==> src/rtl/mem_access_arbiter.sv <==
// Purpose: arbitrates one single-port memory between a systolic-array (SA) burst master and a read-only FPGA viewer (FP).
// Latency: grant 1 cycle after a request seen in IDLE; read data and rvalid 1 cycle after the read beat.
// Backpressure: requesters hold *_req until granted; SA bursts end on sa_last or after MAX_BURST beats, then re-arbitrate.
//
// Ports:
//   clk, rst                       clock, asynchronous active-low reset
//   sa_req/we/addr/wdata/last      SA beat request (one beat per granted cycle with sa_req=1)
//   sa_gnt, sa_rvalid, sa_rdata    SA ownership and read return
//   fp_req/addr                    FPGA viewer single-beat read request
//   fp_gnt, fp_rvalid, fp_rdata    FPGA ownership and read return
//   switch_mem_access              toggles pref_owner once per cycle held high
//   mem_addr/we/wdata, mem_rdata   memory port (read data valid one cycle after the address)
//   pref_owner                     0 = SA preferred, 1 = FPGA preferred on simultaneous requests
module mem_access_arbiter #(
    parameter int WIDTH     = 16,
    parameter int ADDR_W    = 12,
    parameter int MAX_BURST = 16
) (
    input  logic                     clk,
    input  logic                     rst,
    input  logic                     sa_req,
    input  logic                     sa_we,
    input  logic [ADDR_W-1:0]        sa_addr,
    input  logic signed [WIDTH-1:0]  sa_wdata,
    input  logic                     sa_last,
    output logic                     sa_gnt,
    output logic                     sa_rvalid,
    output logic signed [WIDTH-1:0]  sa_rdata,
    input  logic                     fp_req,
    input  logic [ADDR_W-1:0]        fp_addr,
    output logic                     fp_gnt,
    output logic                     fp_rvalid,
    output logic signed [WIDTH-1:0]  fp_rdata,
    input  logic                     switch_mem_access,
    output logic [ADDR_W-1:0]        mem_addr,
    output logic                     mem_we,
    output logic signed [WIDTH-1:0]  mem_wdata,
    input  logic signed [WIDTH-1:0]  mem_rdata,
    output logic                     pref_owner
);

    localparam int CNT_W = (MAX_BURST > 1) ? $clog2(MAX_BURST) : 1;

    typedef enum logic [1:0] {
        IDLE   = 2'd0,
        SA_OWN = 2'd1,
        FP_OWN = 2'd2
    } state_t;

    state_t                  state_q, state_d;
    logic [CNT_W-1:0]        beat_cnt_q, beat_cnt_d;
    logic                    pref_owner_q, pref_owner_d;
    logic                    sa_gnt_q, sa_gnt_d;
    logic                    fp_gnt_q, fp_gnt_d;
    logic                    sa_rvalid_q, sa_rvalid_d;
    logic                    fp_rvalid_q, fp_rvalid_d;
    logic signed [WIDTH-1:0] sa_rdata_q, sa_rdata_d;
    logic signed [WIDTH-1:0] fp_rdata_q, fp_rdata_d;

    logic sa_beat;
    logic burst_end;

    // Next-state, counter and registered-output logic.
    always_comb begin
        sa_beat   = (state_q == SA_OWN) && sa_req;
        // beat_cnt_q holds the number of beats already taken, so the
        // MAX_BURST-th beat is the one seen while the count is MAX_BURST-1.
        burst_end = sa_beat && (sa_last || (beat_cnt_q == CNT_W'(MAX_BURST - 1)));

        state_d = state_q;
        unique case (state_q)
            IDLE: begin
                // Arbitration uses the current pref_owner; a switch pulse in
                // this same cycle only affects later arbitrations.
                if (sa_req && (!fp_req || !pref_owner_q)) begin
                    state_d = SA_OWN;
                end else if (fp_req) begin
                    state_d = FP_OWN;
                end
            end
            SA_OWN: begin
                if (burst_end) begin
                    state_d = IDLE;
                end
            end
            FP_OWN: begin
                state_d = IDLE;
            end
            default: begin
                state_d = IDLE;
            end
        endcase

        // Counter is zero whenever SA_OWN is entered and after each burst.
        beat_cnt_d = '0;
        if (sa_beat && !burst_end) begin
            beat_cnt_d = beat_cnt_q + CNT_W'(1);
        end else if ((state_q == SA_OWN) && !sa_req) begin
            beat_cnt_d = beat_cnt_q;
        end

        sa_gnt_d     = (state_d == SA_OWN);
        fp_gnt_d     = (state_d == FP_OWN);
        pref_owner_d = pref_owner_q ^ switch_mem_access;

        // A return is owed only for reads actually issued to memory.
        sa_rvalid_d  = sa_beat && !sa_we;
        fp_rvalid_d  = (state_q == FP_OWN);
    end

    // Memory port: driven straight from the granted master's inputs so a
    // beat reaches memory in the cycle it is presented. The FPGA side can
    // never reach mem_we.
    always_comb begin
        mem_addr  = '0;
        mem_we    = 1'b0;
        mem_wdata = '0;
        if (sa_beat) begin
            mem_addr  = sa_addr;
            mem_we    = sa_we;
            mem_wdata = sa_wdata;
        end else if (state_q == FP_OWN) begin
            mem_addr  = fp_addr;
        end
    end

    // Read data passes through from memory in the return cycle and is held
    // in a register afterwards so rdata stays stable while rvalid is low.
    always_comb begin
        sa_rdata   = sa_rvalid_q ? mem_rdata : sa_rdata_q;
        fp_rdata   = fp_rvalid_q ? mem_rdata : fp_rdata_q;
        sa_rdata_d = sa_rdata;
        fp_rdata_d = fp_rdata;
    end

    always_ff @(posedge clk or negedge rst) begin
        if (!rst) begin
            state_q      <= IDLE;
            beat_cnt_q   <= '0;
            pref_owner_q <= 1'b0;
            sa_gnt_q     <= 1'b0;
            fp_gnt_q     <= 1'b0;
            sa_rvalid_q  <= 1'b0;
            fp_rvalid_q  <= 1'b0;
            sa_rdata_q   <= '0;
            fp_rdata_q   <= '0;
        end else begin
            state_q      <= state_d;
            beat_cnt_q   <= beat_cnt_d;
            pref_owner_q <= pref_owner_d;
            sa_gnt_q     <= sa_gnt_d;
            fp_gnt_q     <= fp_gnt_d;
            sa_rvalid_q  <= sa_rvalid_d;
            fp_rvalid_q  <= fp_rvalid_d;
            sa_rdata_q   <= sa_rdata_d;
            fp_rdata_q   <= fp_rdata_d;
        end
    end

    assign sa_gnt     = sa_gnt_q;
    assign fp_gnt     = fp_gnt_q;
    assign sa_rvalid  = sa_rvalid_q;
    assign fp_rvalid  = fp_rvalid_q;
    assign pref_owner = pref_owner_q;

endmodule

==> config.mk <==
export PLATFORM = sky130hd
export DESIGN_NAME = mem_access_arbiter
export DESIGN_NICKNAME = d
export VERILOG_FILES = /design/src/rtl/mem_access_arbiter.sv
export SDC_FILE = /design/constraint.sdc
export NUM_CORES = 1
export LEC_CHECK = 0
export BUFFER_PORTS_ARGS = -buffer_cell sky130_fd_sc_hd__buf_4
export CAP_MARGIN = 20
export CORE_ASPECT_RATIO = 0.8
export CORE_MARGIN = 2
export CORE_UTILIZATION = 45
export DETAILED_ROUTE_END_ITERATION = 16
export PLACE_DENSITY = 0.87
export REMOVE_ABC_BUFFERS = 1
export SLEW_MARGIN = 40
export SYNTH_ARGS = -nofsm -noshare
export SYNTH_HDL_FRONTEND = slang
export SYNTH_SLANG_ARGS = --single-unit
==> constraint.sdc <==
create_clock -name clk -period 3.2 [get_ports clk]
set_input_delay 0.64 -clock clk [delete_from_list [all_inputs] [get_ports clk]]
set_output_delay 0.64 -clock clk [all_outputs]
set_load 0.01 [all_outputs]
==> flow_summary.yaml <==
outcome:
  status: "complete, no violations"
floorplanning:
  die_w_um: 77.45
  die-area_sq_um: 4860
  core.rowCount: 21
  start_util_pct: 46.48
  core_area_sq_um: 4178
  pin_count: 129
  dieHeight_um: 62.76
cts:
  hold_buffers: 0
  h-tree-depth: 2
  clock-root-buffer: "clkbuf_8"
  cts_setup_buffers: 0
  clock_path_buffers: 2
  clk-insertion-delay-late_ns: 0.29
  clk_pin_slew_ns: 0.07
  cts_tree: "yes"
  cts.sinks: 43
  cts_made_buffers: 5
  cts_resized: 0
worst_setup_path:
  rrSetupSlack_ns: 1.83
  worst-path-buf-inv: 1
  criticalPathCategory: "flop to output port"
  crit_chain: "nor2b_4, and2_4, a22o_1, buf_4"
  worstSetupEndpointType: "output port"
  crit_required_ns: 2.56
  slowest_stage: "dfrtp_1"
  crit_arrival_ns: 1.74
  cp_top_family: "simple AND/OR/NAND/NOR gates"
  slowest_delay_ns: 0.47
  crit_fanout: 19
  critPathLaunchType: "flop"
logic_synthesis:
  ys_seq_area_share_pct: 55.41
  syn-cell-area_sq_um: 1942
  synth_seq_cells: 43
  avgSynthCellArea_sq_um: 13.30
  synth_warnings: 0
  synthesis.instances: 146
  post_synth_num_cell_types: 30
drt:
  drcViolationCount: 0
  ant_nets: 0
  drt_wl_total_um: 4925
  vias: 1654
  wl_per_cell_um: 15.06
  drtIter0Drc: 74
  drtPass1Iterations: 4
  viasPerCell: 5.058
sta:
  tightest_slew_ns: 0.7162
  setup_viol: 0
  timing_hold_violations_final: 0
  finalSetupTns_ns: 0
  fmax_mhz: 420.9
  clock_skew_ns: 0.006681
  rsz0062_at_grt: "no"
  hold_ws_ns: 0.3279
  finalMaxSlewViolations: 0
  finalCritPeriodShare_pct: 74.25
  maxSlewHeadroom_pct: 52.25
  period_minus_slack_ns: 2.376
pwr:
  max-vdd-ir-drop_uv: 409.3
  power.leakage_uw: 0.001554
  cellPowerDensity_nw_per_um2: 847.3
global_route:
  grt_pass1_vias: 1740
  grt_start_max_net_pins: 44
  grt_pass1_wl_um: 7914
  antenna_found_initial: 0
  grt_overflow: 0
  grt_use_total_pct: 21.18
finish:
  seqCellArea_sq_um: 1076
  nFillCells: 310
  multiInputGateArea_sq_um: 804.5
  antennaDiodeCount: 0
  final_layout_size_suffix_gt1_share_pct: 63.33
  syn_to_final_growth_pct: 55.28
  layout.nets: 334
  final_util_pct: 72.18
placement:
  gp_congestion: 0.7488
  numPortBuffers: 128
  dp.final_hpwl_um: 3846
job:
  drv_cap: 0
worst_hold_path:
  min_path_type: "input port to asynchronous set/reset pin"
## power breakdown
part           leakage (uW)  switching (uW)  internal (uW)
clock             0.0000513             160            228
sequential         0.000525             122            781
combinational      0.000978             546            717
total               0.00155             828           1730
## sequential cells by signal (all words and copies together), names as in the netlist
register / flops
fp_rdata_q: 16
sa_rdata_q: 16
beat_cnt_q: 4
state_q: 2
fp_gnt: 1
fp_rvalid: 1
pref_owner: 1
sa_gnt: 1
sa_rvalid: 1
## cells in the mapped netlist, drive strengths merged
cell type,n,area share (%)
a21oi,2,0.52
a22o,12,5.4
a41oi,1,0.45
and2,1,0.45
and2b,1,0.39
and3,17,5.5
and4bb,1,0.64
buf,9,2.8
clkbuf,2,0.39
dfrtp,43,55
ha,1,0.64
mux2,32,19
mux2i,1,0.52
nand2,3,0.58
nand2b,2,0.64
nand3,2,0.52
nor2,2,0.39
nor2b,3,1.4
nor3b,1,0.64
nor4b,2,0.90
nor4bb,1,0.52
o21ai,3,0.77
o22ai,1,0.32
o2bb2ai,1,0.45
o41ai,1,0.84
xor2,1,0.45
## placed cells by master, fill, tap and decap left out, types with 2 or more instances in the layout
| cell type | n |
|---|---|
| nor2b_1 | 2 |
| nand2_1 | 3 |
| buf_4 | 128 |
| clkbuf_8 | 5 |
| dfrtp_1 | 43 |
| a21oi_1 | 2 |
| nor2_1 | 2 |
| mux2_2 | 32 |
| nand3_1 | 2 |
| a22o_1 | 12 |
| o21ai_0 | 2 |
| nor4b_1 | 2 |
| and3_1 | 17 |
| nand2b_1 | 2 |
## layer usage
layer | GRT usage (%) | wire (um) | vias to the layer above
met2 | 36.09 | 2438 | 85
met4 | 6.027 | 63 | 0
met1 | 25.12 | 1967 | 786
met3 | 7.948 | 455 | 5
met5 | 0 | 0 | -
li1 | - | - | 778
## final cells by class
type	count	area share [%]
clock buffer	6	2.407
multi-input combinational	92	26.68
clock inverter	1	0.9959
timing repair buffer	128	31.87
tap	57	2.365
sequential	43	35.68
## final timing paths
| kind | depth (start not counted) | to | startpoint |
|---|---|---|---|
| worst max register to register | 1 | fp_rdata_q[6] | fp_rvalid |
| worst min-delay path | 1 | sa_rdata_q[12] | rst |
| worst max-delay path | 4 | mem_addr[9] | state_q[0] |
| worst min register to register | 1 | sa_rdata_q[5] | sa_rdata_q[5] |
| max in group asynchronous | 1 | fp_gnt | rst |
| min in group clk | 1 | sa_rdata_q[5] | sa_rdata_q[5] |
## cells by family (layout without fill, tap and decap cells)
kind of cell	after synthesis	in the layout	share of synthesized area, %
DFF	43	43	55.41
muxes	33	33	19.07
AOI/OAI and AO/OA	21	21	8.763
xor gates and xnor gates	1	1	0.4511
adders and majority gates	1	1	0.6442
and+or+nand+nor	36	36	12.50
buffers and inverters	11	135	3.157
## through the flow
stage | std cells | cell area (sq um) | power, uW | worst slack [ns]
global route | 327 | 3015 | 2736 | 0.6718
detailed placement | 320 | 2913 | 2193 | 1.138
floorplan | 135 | 1881 | 1512 | 1.432
global placement | 320 | 2913 | 2149 | 1.146
finish | 327 | 3015 | 2555 | 0.8241
CTS | 327 | 3015 | 2586 | 0.8390
(Power assumes the default switching activity.)
